`config.mk`:
```
export PLATFORM = sky130hd
export DESIGN_NAME = mem_copy_engine
export DESIGN_NICKNAME = d
export VERILOG_FILES = /design/src/rtl/mem_copy_engine.sv
export SDC_FILE = /design/constraint.sdc
export NUM_CORES = 1
export LEC_CHECK = 0
export CAP_MARGIN = 10
export CORE_UTILIZATION = 46
export CTS_CLUSTER_SIZE = 12
export DETAILED_ROUTE_END_ITERATION = 10
export HOLD_SLACK_MARGIN = 0.03
export MAX_ROUTING_LAYER = met4
export PLACE_DENSITY = 0.84
export RECOVER_POWER = 100
export REMOVE_ABC_BUFFERS = 1
export SLEW_MARGIN = 20
export SYNTH_ARGS = -nofsm -noshare
export SYNTH_HDL_FRONTEND = slang
export SYNTH_SLANG_ARGS = --single-unit
```
`constraint.sdc`:
```
create_clock -name clk -period 2.1 [get_ports clk]
set_input_delay 0.42 -clock clk [delete_from_list [all_inputs] [get_ports clk]]
set_output_delay 0.42 -clock clk [all_outputs]
set_load 0.05 [all_outputs]
```
`src/rtl/mem_copy_engine.sv`:
```
// Word-at-a-time RAM copy/fill engine: copy reads then writes each word (2 cycles/word),
// fill writes a latched constant (1 cycle/word); pointers wrap across the address space.
module mem_copy_engine #(
    parameter int WIDTH      = 32,
    parameter int ADDR_WIDTH = 10
) (
    input  logic                  clk,
    input  logic                  reset,
    input  logic                  start,
    input  logic                  op,
    input  logic [ADDR_WIDTH-1:0] src,
    input  logic [ADDR_WIDTH-1:0] dst,
    input  logic [ADDR_WIDTH:0]   len,
    input  logic [WIDTH-1:0]      fill_value,
    output logic                  busy,
    output logic                  done,
    output logic                  mem_write,
    output logic [ADDR_WIDTH-1:0] mem_addr,
    output logic [WIDTH-1:0]      mem_wdata,
    input  logic [WIDTH-1:0]      mem_rdata
);

    typedef enum logic [2:0] {IDLE, RD, WR, FILL, DONE} state_t;

    localparam logic [ADDR_WIDTH-1:0] PTR_ONE = ADDR_WIDTH'(1);
    localparam logic [ADDR_WIDTH:0]   CNT_ONE = (ADDR_WIDTH + 1)'(1);

    state_t                state, state_next;
    logic [ADDR_WIDTH-1:0] src_ptr, dst_ptr;
    logic [ADDR_WIDTH:0]   count;
    logic [WIDTH-1:0]      buffer, fill_reg;
    logic                  last;

    // count is one bit wider than the pointers so a full-space transfer is representable
    assign last = (count == CNT_ONE);

    always_ff @(posedge clk) begin
        if (reset) begin
            state <= IDLE;
        end else begin
            state <= state_next;
        end
    end

    always_comb begin
        state_next = state;
        case (state)
            IDLE: begin
                if (start) begin
                    if (len == '0)
                        state_next = DONE;
                    else if (op)
                        state_next = FILL;
                    else
                        state_next = RD;
                end
            end
            RD:      state_next = WR;
            WR:      state_next = last ? DONE : RD;
            FILL:    state_next = last ? DONE : FILL;
            DONE:    state_next = IDLE;
            default: state_next = IDLE;
        endcase
    end

    always_ff @(posedge clk) begin
        if (reset) begin
            src_ptr  <= '0;
            dst_ptr  <= '0;
            count    <= '0;
            buffer   <= '0;
            fill_reg <= '0;
        end else begin
            case (state)
                IDLE: begin
                    if (start) begin
                        src_ptr  <= src;
                        dst_ptr  <= dst;
                        count    <= len;
                        fill_reg <= fill_value;
                    end
                end
                RD: buffer <= mem_rdata;
                WR: begin
                    src_ptr <= src_ptr + PTR_ONE;
                    dst_ptr <= dst_ptr + PTR_ONE;
                    count   <= count - CNT_ONE;
                end
                FILL: begin
                    dst_ptr <= dst_ptr + PTR_ONE;
                    count   <= count - CNT_ONE;
                end
                default: ;
            endcase
        end
    end

    always_comb begin
        busy      = 1'b0;
        done      = 1'b0;
        mem_write = 1'b0;
        mem_addr  = '0;
        mem_wdata = '0;
        case (state)
            RD: begin
                busy     = 1'b1;
                mem_addr = src_ptr;
            end
            WR: begin
                busy      = 1'b1;
                mem_write = 1'b1;
                mem_addr  = dst_ptr;
                mem_wdata = buffer;
            end
            FILL: begin
                busy      = 1'b1;
                mem_write = 1'b1;
                mem_addr  = dst_ptr;
                mem_wdata = fill_reg;
            end
            DONE:    done = 1'b1;
            default: ;
        endcase
    end

endmodule
```
After elaboration in Yosys (flattened, before gate mapping)

Index checks and enable logic that the tools add are counted.

Add/sub/neg operators: 3
Mux-type cells: 17
Reductions and logical operators: 9
Eq/ne operators: 6

Operators by type and width:

| cell                    | number |
|---|---|
| $pmux W32 S2            | 1 |
| $pmux W10 S2            | 3 |
| $pmux W11 S2            | 1 |
| $add A10 B1 Y10 const B | 2 |
| $mux W10                | 2 |
| $mux W3                 | 4 |
| $pmux W3 S4             | 1 |
| $eq A11 B1 Y1 const B   | 1 |
| $logic_not A11 Y1       | 1 |
| $mux W11                | 1 |
| $sub A11 B1 Y11 const B | 1 |
| $eq A3 B2 Y1 const B    | 2 |
| $reduce_and A2 Y1       | 3 |
| $reduce_bool A2 Y1      | 2 |
| $eq A3 B1 Y1 const B    | 1 |
| $eq A3 B3 Y1 const B    | 1 |
| $logic_not A3 Y1        | 1 |
| $mux W1                 | 3 |
| $reduce_or A3 Y1        | 1 |
| $mux W2                 | 1 |
| $ne A2 B2 Y1 const B    | 1 |
| $reduce_or A2 Y1        | 1 |

Flip-flop bits (word level): 98

Longest topological paths before layout

Gate-level depths: netlist (run 1).

Word-level depth: 4
Gate-level depth with buffers: 7
Mapped depth without buffers: 6

Worst setup path before layout (run 1)

OpenSTA, ideal clock, no wires.

Path type: register to output
Start: reg state[1]
End: out mem_addr[2]
Cell stages (with the launch flop): 5
Slack: -287 ps
Buffers on the path: 2
Data arrival time: 1967 ps
Data required time: 1680 ps
Path through: dfxtp_1 buf_4 nand2b_1 clkbuf_1 o21ai_0

Longest elaborated chain between the ends: 3

RTL lines:

| what                       | RTL line | RTL |
|---|---|---|
| start, declared            | 28       | `state_t state, state_next;` |
| start signal, assigned     | 41       | `state <= state_next;` |
| $eq A3 B2 Y1               | 104      | `case (state)` |
| $reduce_or A2 Y1 (no line) | n/a      |  |
| $pmux W10 S2 (*)           | 104      |  |
| end, declared              | 18       | `output logic [ADDR_WIDTH-1:0] mem_addr,` |

Every way passes the cells marked *; elsewhere a longest branch is shown, timed or not.

Worst setup path in the final report (run 1)

Start: reg state[2]
End: out mem_wdata[28]

Longest elaborated chain between the ends: 2

RTL lines:

| what             | RTL line | RTL |
|---|---|---|
| $eq A3 B2 Y1     | 104      |  |
| $pmux W32 S2 (*) | 104      |  |
| end, declared    | 19       | `output logic [WIDTH-1:0] mem_wdata,` |

Marked as above.

==> results of run 1 <==
-- layer usage --
metal | track usage | vias up | share of wire
met5 | - | - | 0
met4 | 0.109 | 0 | 0.022
met3 | 0.0409 | 28 | 0.053
met2 | 0.497 | 193 | 0.52
met1 | 0.323 | 2311 | 0.41
li1 | - | 2291 | -
-- stage by stage --
step	setup slack, ns	hold WS [ns]	utilization
finish	0.00452	0.450	0.759
global route	-0.0788	0.443	0.759
CTS	-0.0239	0.437	0.742
detailed placement	-0.0530	0.449	0.699
global placement	-0.00658	0.441	0.699
floorplan	-0.904	0.430	-
-- layout by cell type (no fill, tap or decap), drive strengths merged, types with 2 or more instances in the layout --
cell type        n
nand2          154
dfxtp           98
clkdlybuf4s50   97
a21oi           78
buf             70
a22o            39
nor2            23
nor3            16
o21ai           13
inv             13
clkbuf          11
or3             10
a31oi           10
nand3            8
o211ai           8
nor4             6
nand2b           5
a22oi            4
a211oi           4
ha               4
nand4            3
clkinv           3
and2             2
xnor2            2
nand3b           2
mux2             2
o221ai           2
or2              2
a221oi           2
or4b             2
or4              2
a2111oi          2
-- cell families (layout without fill, tap and decap cells) --
logic type / Yosys count / in the layout / synth area share
AND/OR/NAND/NOR: 239 / 240 / 0.246
flip-flops: 98 / 98 / 0.437
multiplexers: 3 / 3 / 0.00725
AO/OA/AOI/OAI: 169 / 169 / 0.245
XOR/XNOR: 2 / 2 / 0.00390
buffers and inverters: 53 / 195 / 0.0502
adder cells (fa/ha/maj): 4 / 4 / 0.0111
-- critical path, stage by stage, from the launching register on --
cell and delay [ns]:
dfxtp_4 0.37, buf_6 0.13, nor3b_4 0.16, buf_6 0.17, buf_16 0.15, a22o_1 0.19
buf_12 0.15
-- final timing paths --
path | from | endpoint | slack (ns) | cells after the start
worst max-delay path | state[2]$_SDFFE_PP0P_ | mem_wdata[28] | 0.005 | 6
worst min-delay path | reset | count[0]$_SDFFE_PP0P_ | 0.45 | 2
worst max register to register | state[2]$_SDFFE_PP0P_ | buffer[27]$_SDFFE_PP0N_ | 0.11 | 6
worst min register to register | buffer[17]$_SDFFE_PP0N_ | buffer[17]$_SDFFE_PP0N_ | 0.46 | 2
-- final cells by class --
type                       instances  share of cell area
multi-input combinational        418               0.354
timing repair buffer             170               0.313
sequential                        98               0.279
tap                              129              0.0228
clock buffer                       9              0.0175
clock inverter                     7             0.00849
inverter                           9             0.00548
-- timing repair --
action / in CTS / in global routing
buffers inserted: 5 / 2
resized for setup: 22 / 14
setup endpoints to repair: 43 / 38
cloned: 3 / 2
hold buffers: 0 / 0
pin swaps: 7 / 4
-- where the power goes --
part | total (mW) | switching (mW) | internal [mW]
clock network | 1.16 | 0.706 | 0.455
registers | 2.34 | 0.240 | 2.10
logic | 2.03 | 1.10 | 0.925
==> reports/metrics.cfg, run 1 <==
[clocking]
clk_pin_slew_worst_paths_ns=0.09
clock-sinks=98
insertion_delay_ns=0.36
cts_buffers=9
h-tree-depth=3
cts-root-buf=clkbuf_8
cts_tree=done
clock_path_buffers=2

[pwr]
power.total_mw=5.53
cellLeakagePower_nw=2.67
worst_ir_drop_vdd_mv=0.448
p_per_area_mw_per_mm2=781

[die]
chipHeight_um=101
start_util=0.481
die_w_um=101
io_pins=144
die_area_mm2=0.0102
coreArea_mm2=0.00933
num_rows=35

[drt]
wire_per_inst_um=17.0
vias=4823
drc=0
ant_nets=0
first_pass_iters=5
vias_per_cell=5.74
routed_wl_mm=14.3
drt-initial-drc-count=304

[synth]
synthArstFlopShare=0
syn_area_mm2=0.00449
synth_ff_type=dfxtp_1
yosysUniqueCellTypes=49
synth_most_common_cell=nand2_1
synth_seq_cells=98
avgSynthCellArea_um2=7.90
syn_inst=568
yosysSeqAreaShare=0.437
synth_warnings=0
synth_edf_count=0
synth_area_leader_cell=dfxtp_1
yosys.area.top_type_share=0.437
synth_area_leaders=dfxtp_1 44%, nand2_1 13%, a21oi_1 8.7%
synth_common_cells=154 x nand2_1, 98 x dfxtp_1, 78 x a21oi_1, 39 x a22o_1, 30 x clkbuf_1

[run_status]
outcome=finished, final reports clean

[placement]
gp_congestion=0.865
post_dp_cell_area_mm2=0.00652
place_inst=812
portBuffers=143
hpwl_mm=9.29

[finish]
nets=809
layout-drive-gt1-share=0.179
seq_area_mm2=0.00197
fin_area_mm2=0.00708
fill_cells=637
n_antenna_cell=0
multi_input_area_mm2=0.00251
final_cells=840
areaGrowthSynthToFinish_pct=57.6

[worst_setup_path]
start_kind=flop
crit_type=reg2out
cp_data_arrival_time_ns=1.68
crit_fanout=11
critPathCaptureType=output port
critPathRequiredTime_ns=1.68

[global_routing]
grt_use_total=0.282
grt_max_degree=66
grt_first_pass_wirelength_mm=21.9
grt_pass1_vias=4642
grt_overflow=0
antenna_found_initial=0

[timing]
min_period_over_period=0.998
skew_ns=0.0133
timing.fmax_ghz=0.477
rsz0062_at_grt=yes
setup_viol=0
drv_slew=0
maxSlewHeadroom=0.519
hold_viol=0
finalCriticalPeriod_ns=2.10
worstMarginPinSlew_ns=0.721
fin_setup_tns_ns=0

[hold_path]
hp-class=in2reg

[flow_run]
max_cap_violations=0

Power figures use the tool's default switching activity.
==> run 2: changes to the inputs <==
- ABC_AREA: unset -> 1
- CORE_MARGIN: unset -> 1
- CORE_UTILIZATION: 46 -> 47
==> run 2 against run 1 <==
Effect of this change: the flow now finishes with violations (negative setup slack); clock skew shrank 0.0017 ns; via count grew 11%; clock power up 13%; sequential share of layout area down 1.3 points; hold slack better by 0.024 ns; global-route usage increased by 1.8 points; flip-flop and latch count did not move.
==> reports/metrics.cfg, run 2 <==
[run_status]
outcome=finished with violations
violations=negative setup slack

[worst_setup_path]
start_kind=flop
crit_fanout=10
critPathCaptureType=output port
max_stage_delay_ns=0.35
crit_chain=inv_1 -> nor2_4 -> nand2_2 -> o22ai_1 -> buf_12
critPathRequiredTime_ns=1.68
crit_family=simple AND/OR/NAND/NOR gates
r2r-start=state[2]$_SDFFE_PP0P_
r2r_slack_ns=0.31
path_buf_inv=2
crit_type=reg2out
reg2reg_to=src_ptr[8]$_SDFFE_PP0P_
slowest_stage=dfxtp_2
rr_worst_depth=8
cp_data_arrival_time_ns=1.68

[synth]
synth_area_leaders=dfxtp_1 41%, inv_1 9.6%, o21ai_0 9.2%
avgSynthCellArea_um2=6.84
synth_seq_cells=98
synth_edf_count=0
yosys.area.top_type_share=0.411
synthArstFlopShare=0
syn_area_mm2=0.00478
synth_common_cells=122 x inv_1, 98 x dfxtp_1, 92 x nand2_1, 88 x o21ai_0, 80 x a21oi_1
syn_inst=698
synth_warnings=0
synth_most_common_cell=inv_1
yosysUniqueCellTypes=28
yosysSeqAreaShare=0.411
synth_ff_type=dfxtp_1
synth_area_leader_cell=dfxtp_1

[timing]
skew_ns=0.0116
fin_setup_tns_ns=-0.00480
setup_slack_ns=-0.00480
worstMarginPinSlew_ns=0.460
whs_ns=0.475
setup_viol=1
finalCriticalPeriod_ns=2.10
hold_viol=0
maxSlewHeadroom=0.693
rsz0062_at_grt=yes
timing.fmax_ghz=0.475
drv_slew=0
min_period_over_period=1.00

[die]
chipHeight_um=103
num_rows=36
die_area_mm2=0.0106
die_w_um=103
coreArea_mm2=0.00982
start_util=0.486
io_pins=144

[finish]
layout_commonest_cell=inv_1
fill_cells=720
layout-drive-gt1-share=0.156
seq_area_mm2=0.00196
areaGrowthSynthToFinish_pct=54.6
n_antenna_cell=0
nets=931
multi_input_area_mm2=0.00250
final_cell_mix=120 x inv_1, 98 x clkdlybuf4s50_1, 96 x dfxtp_1, 90 x nand2_1, 87 x o21ai_0

[hold_path]
hold_path_end=fill_reg[5]$_SDFFE_PP0P_
hp-class=reg2reg
hold_path_depth=2
hp-start=fill_reg[5]$_SDFFE_PP0P_

[clocking]
clock_path_buffers=2
clk_pin_slew_worst_paths_ns=0.10
clock-sinks=98
holdBufCountCts=0
cts_tree=done
insertion_delay_ns=0.36
cts_buffers=9
h-tree-depth=3
cts-root-buf=clkbuf_8

[drt]
drc=0
routed_wl_mm=16.0
vias=5350
wire_per_inst_um=16.6
ant_nets=0
drt-initial-drc-count=371
vias_per_cell=5.54
first_pass_iters=5

[pwr]
p_per_area_mw_per_mm2=867
cellLeakagePower_nw=2.91
worst_ir_drop_vdd_mv=0.561
power.total_mw=6.40

[placement]
portBuffers=143
hpwl_mm=10.1
gp_congestion=0.918

[global_routing]
grt_pass1_vias=5086
antenna_found_initial=0
grt_max_degree=85
grt_first_pass_wirelength_mm=23.8
grt_overflow=0
grt_use_total=0.300

[flow_run]
max_cap_violations=0

==> run 2: cell count changes after synthesis, sizes merged, moves of 6 or more <==
cell    before  now
inv          9  123
o21ai       13   88
nand2      154   94
o22ai        0   40
a22o        39    0
nor2        22   56
nand3        8   40
nor3        16    0
or3         10    0
clkbuf      30   22
nor4         6    0
==> run 2: layer usage <==
| metal | vias to the layer above | share of wire | global-route usage |
|---|---|---|---|
| met2 | 282 | 0.49 | 0.510 |
| met5 | - | 0 | - |
| met4 | 0 | 0.032 | 0.146 |
| met3 | 43 | 0.078 | 0.0353 |
| met1 | 2468 | 0.40 | 0.351 |
| li1 | 2557 | - | - |
==> run 2: kinds of logic after synthesis <==
kind of cell             count (synthesis)  synth area share
AO/OA/AOI/OAI                          227             0.257
adder cells (fa/ha/maj)                  4            0.0105
buffers and inverters                  164             0.136
XOR/XNOR                                 4           0.00733
AND/OR/NAND/NOR                        201             0.179
flip-flops                              98             0.411
==> run 2: area by class of cell <==
cell class                 count  area share
sequential                    98       0.266
tap                          133      0.0225
timing repair buffer         160       0.282
clock inverter                 7      0.0114
inverter                     123      0.0625
multi-input combinational    436       0.338
clock buffer                   9      0.0168
==> run 2: per-stage QoR <==
stage,util,instances,area [um^2],setup slack (ns)
floorplan,-,657,4590,-0.683
global placement,0.687,944,6750,0.172
detailed placement,0.687,944,6750,0.0924
CTS,0.740,960,7260,0.00539
global route,0.752,966,7390,-0.0867
finish,0.752,966,7390,-0.00480
==> run 2: report_power, final <==
group | switching (mW) | internal, mW
registers | 0.207 | 2.20
logic | 1.63 | 1.05
clock network | 0.730 | 0.577
==> run 2: how the worst max path moves through the flow <==
stage | startpoint | cells past startpoint | slack, ns | endpoint
floorplan | state[0]$_SDFFE_PP0P_ | 4 | -0.68 | mem_addr[0]
global placement | start | 7 | 0.17 | src_ptr[9]$_SDFFE_PP0P_
detailed placement | start | 7 | 0.09 | count[8]$_SDFFE_PP0P_
CTS | state[2]$_SDFFE_PP0P_ | 5 | 0.005 | mem_wdata[31]
global route | state[0]$_SDFFE_PP0P_ | 5 | -0.09 | mem_addr[8]
finish | state[0]$_SDFFE_PP0P_ | 5 | -0.005 | mem_addr[8]
==> run 2: worst register-to-register path: cells and delay by family (launching register included) <==
| kind | cells | cell delay [ns] |
|---|---|---|
| flip-flops | 1 | 0.38 |
| buffers and inverters | 3 | 0.71 |
| AND/OR/NAND/NOR | 5 | 0.65 |
==> run 2: repair_timing <==
| item | in CTS | in global routing |
|---|---|---|
| gates resized for setup | 52 | 12 |
| buffers inserted | 0 | 3 |
| gates cloned | 0 | 3 |
| setup endpoints to repair | 42 | 38 |
| pin swaps | 0 | 1 |
==> run 3: changes to the inputs <==
- CORE_UTILIZATION: 47 -> 51
- PLACE_DENSITY: 0.84 -> 0.9
- SLEW_MARGIN: 20 -> unset
- clock period: 2.1 -> 2.68 ns (I/O delays scaled with it)
==> run 3 against run 2 <==
Effect of this change: the flow now finishes without violations; register-to-register slack gained 0.11 ns; final cell count shrank 3.2%; wire length shrank 9.2%; sequential share of layout area grew 3.1 points; clock-buffer cell count is the same; hold slack lost 0.015 ns; die area shrank 7.7%; clock power shrank 32%; via count shrank 0.28%; non-clock buffer count shrank 6; critical path type unchanged; highest routed layer unchanged.
==> reports/metrics.cfg, run 3 (synthesis gave the netlist of run 2 again) <==
[run_status]
outcome=finished, final reports clean

[pwr]
p_per_area_mw_per_mm2=688
cellLeakagePower_nw=2.69
worst_ir_drop_vdd_mv=0.424
power.total_mw=4.54

[worst_setup_path]
crit_type=reg2out
slowest_stage=dfxtp_1
worst_path_most_repeated_cell=clkbuf_2
critPathRequiredTime_ns=2.14
max_stage_delay_ns=0.35
critPathCaptureType=output port
crit_family=buffers and inverters
rr_worst_depth=9
start_kind=flop
path_depth=5
crit_fanout=17
startpoint=state[2]$_SDFFE_PP0P_
crit_chain=inv_1 -> nand2_1 -> clkbuf_2 -> o22ai_1 -> clkbuf_2
r2r-start=state[2]$_SDFFE_PP0P_
cp_data_arrival_time_ns=2.03
path_buf_inv=3

[clocking]
cts-resized-gates=0
cts-root-buf=clkbuf_8
holdBufCountCts=0
h-tree-depth=3
cts_setup_buffers=0
clock_path_buffers=2
clock-sinks=98
insertion_delay_ns=0.36
cts_tree=done
cts_buffers=9
clk_pin_slew_worst_paths_ns=0.10

[timing]
setup_slack_ns=0.114
finalCriticalPeriod_ns=2.57
skew_ns=0.0123
worstMarginPinSlew_ns=0.916
drv_slew=0
maxSlewHeadroom=0.388
rsz0062_at_grt=no
setup_viol=0
min_period_over_period=0.957
hold_viol=0
timing.fmax_ghz=0.390
fin_setup_tns_ns=0
whs_ns=0.460

[placement]
place_inst=919
gp_congestion=0.912
pre_cts_slack_ns=0.411
portBuffers=143
hpwl_mm=10.5

[drt]
vias=5335
ant_nets=0
routed_wl_mm=14.6
drc=0
drt-initial-drc-count=410
first_pass_iters=6
wire_per_inst_um=15.6
vias_per_cell=5.71

[finish]
final_cells=935
nets=925
layout_commonest_cell=inv_1
n_antenna_cell=0
final_cell_mix=123 x inv_1, 98 x dfxtp_1, 96 x clkdlybuf4s50_1, 93 x nand2_1, 88 x o21ai_0
areaGrowthSynthToFinish_pct=38.1
layout-drive-gt1-share=0.0883

[hold_path]
hp-class=reg2reg
hp-start=fill_reg[1]$_SDFFE_PP0P_
hold_path_depth=2

[global_routing]
grt_first_pass_wirelength_mm=23.4
grt_use_total=0.307
grt_overflow=0
antenna_found_initial=0
grt_pass1_vias=5113
grt_max_degree=62

[die]
chipHeight_um=98.8
coreArea_mm2=0.00889
die_area_mm2=0.00976
io_pins=144
die_w_um=98.8
num_rows=34
start_util=0.537

[flow_run]
max_cap_violations=0

-- run 3: cell types whose count changed in the layout (fill, tap and decap cells not counted), moves of 3 or more --
cell | previous run | this run
nand2_1 | 90 | 93
buf_12 | 48 | 23
o22ai_1 | 5 | 40
inv_2 | 3 | 0
clkbuf_1 | 0 | 3
o22ai_4 | 11 | 0
clkdlybuf4s15_2 | 0 | 11
dlygate4sd3_1 | 0 | 4
inv_1 | 120 | 123
clkbuf_2 | 0 | 10
buf_4 | 11 | 7
o22ai_2 | 24 | 0
-- run 3: final cells by class --
cell class / instances / area [um^2]
Clock buffer: 9 / 124
Tap cell: 108 / 135
Clock inverter: 7 / 57.6
Sequential cell: 98 / 1960
Inverter: 123 / 462
Multi-Input combinational cell: 436 / 2160
Fill cell: 630 / 2290
Timing Repair Buffer: 154 / 1700
-- run 3: worst min-delay path: cells and delay by family (launching register included) --
| kind | cells | cell delay (ns) |
|---|---|---|
| DFF | 1 | 0.31 |
| buffers and inverters | 1 | 0.06 |
| AOI/OAI and AO/OA | 1 | 0.05 |
-- run 3: worst paths after layout --
check,slack [ns],endpoint
worst max-delay path,0.11,mem_addr[3]
worst min-delay path,0.46,fill_reg[1]$_SDFFE_PP0P_
worst min register to register,0.46,fill_reg[1]$_SDFFE_PP0P_
worst max register to register,0.42,dst_ptr[7]$_SDFFE_PP0P_
-- run 3: routing by layer --
metal	GRT usage	routed length, um	up-vias
met2	0.535	7330	287
met4	0.134	422	0
met3	0.0376	1200	32
li1	-	-	2538
met5	-	0	-
met1	0.355	5600	2478
-- run 3: through the flow --
stage | area [um^2] | util
6_report | 6600 | 0.742
5_1_grt | 6600 | 0.742
4_1_cts | 6850 | 0.771
3_5_place_dp | 6670 | 0.750
3_3_place_gp | 6670 | 0.750
2_1_floorplan | 4590 | -
-- run 3: report_power, final --
group / total (mW) / switching, mW / internal, mW
Combinational: 1.76 / 1.13 / 0.631
Sequential: 1.88 / 0.157 / 1.72
Clock: 0.895 / 0.541 / 0.354
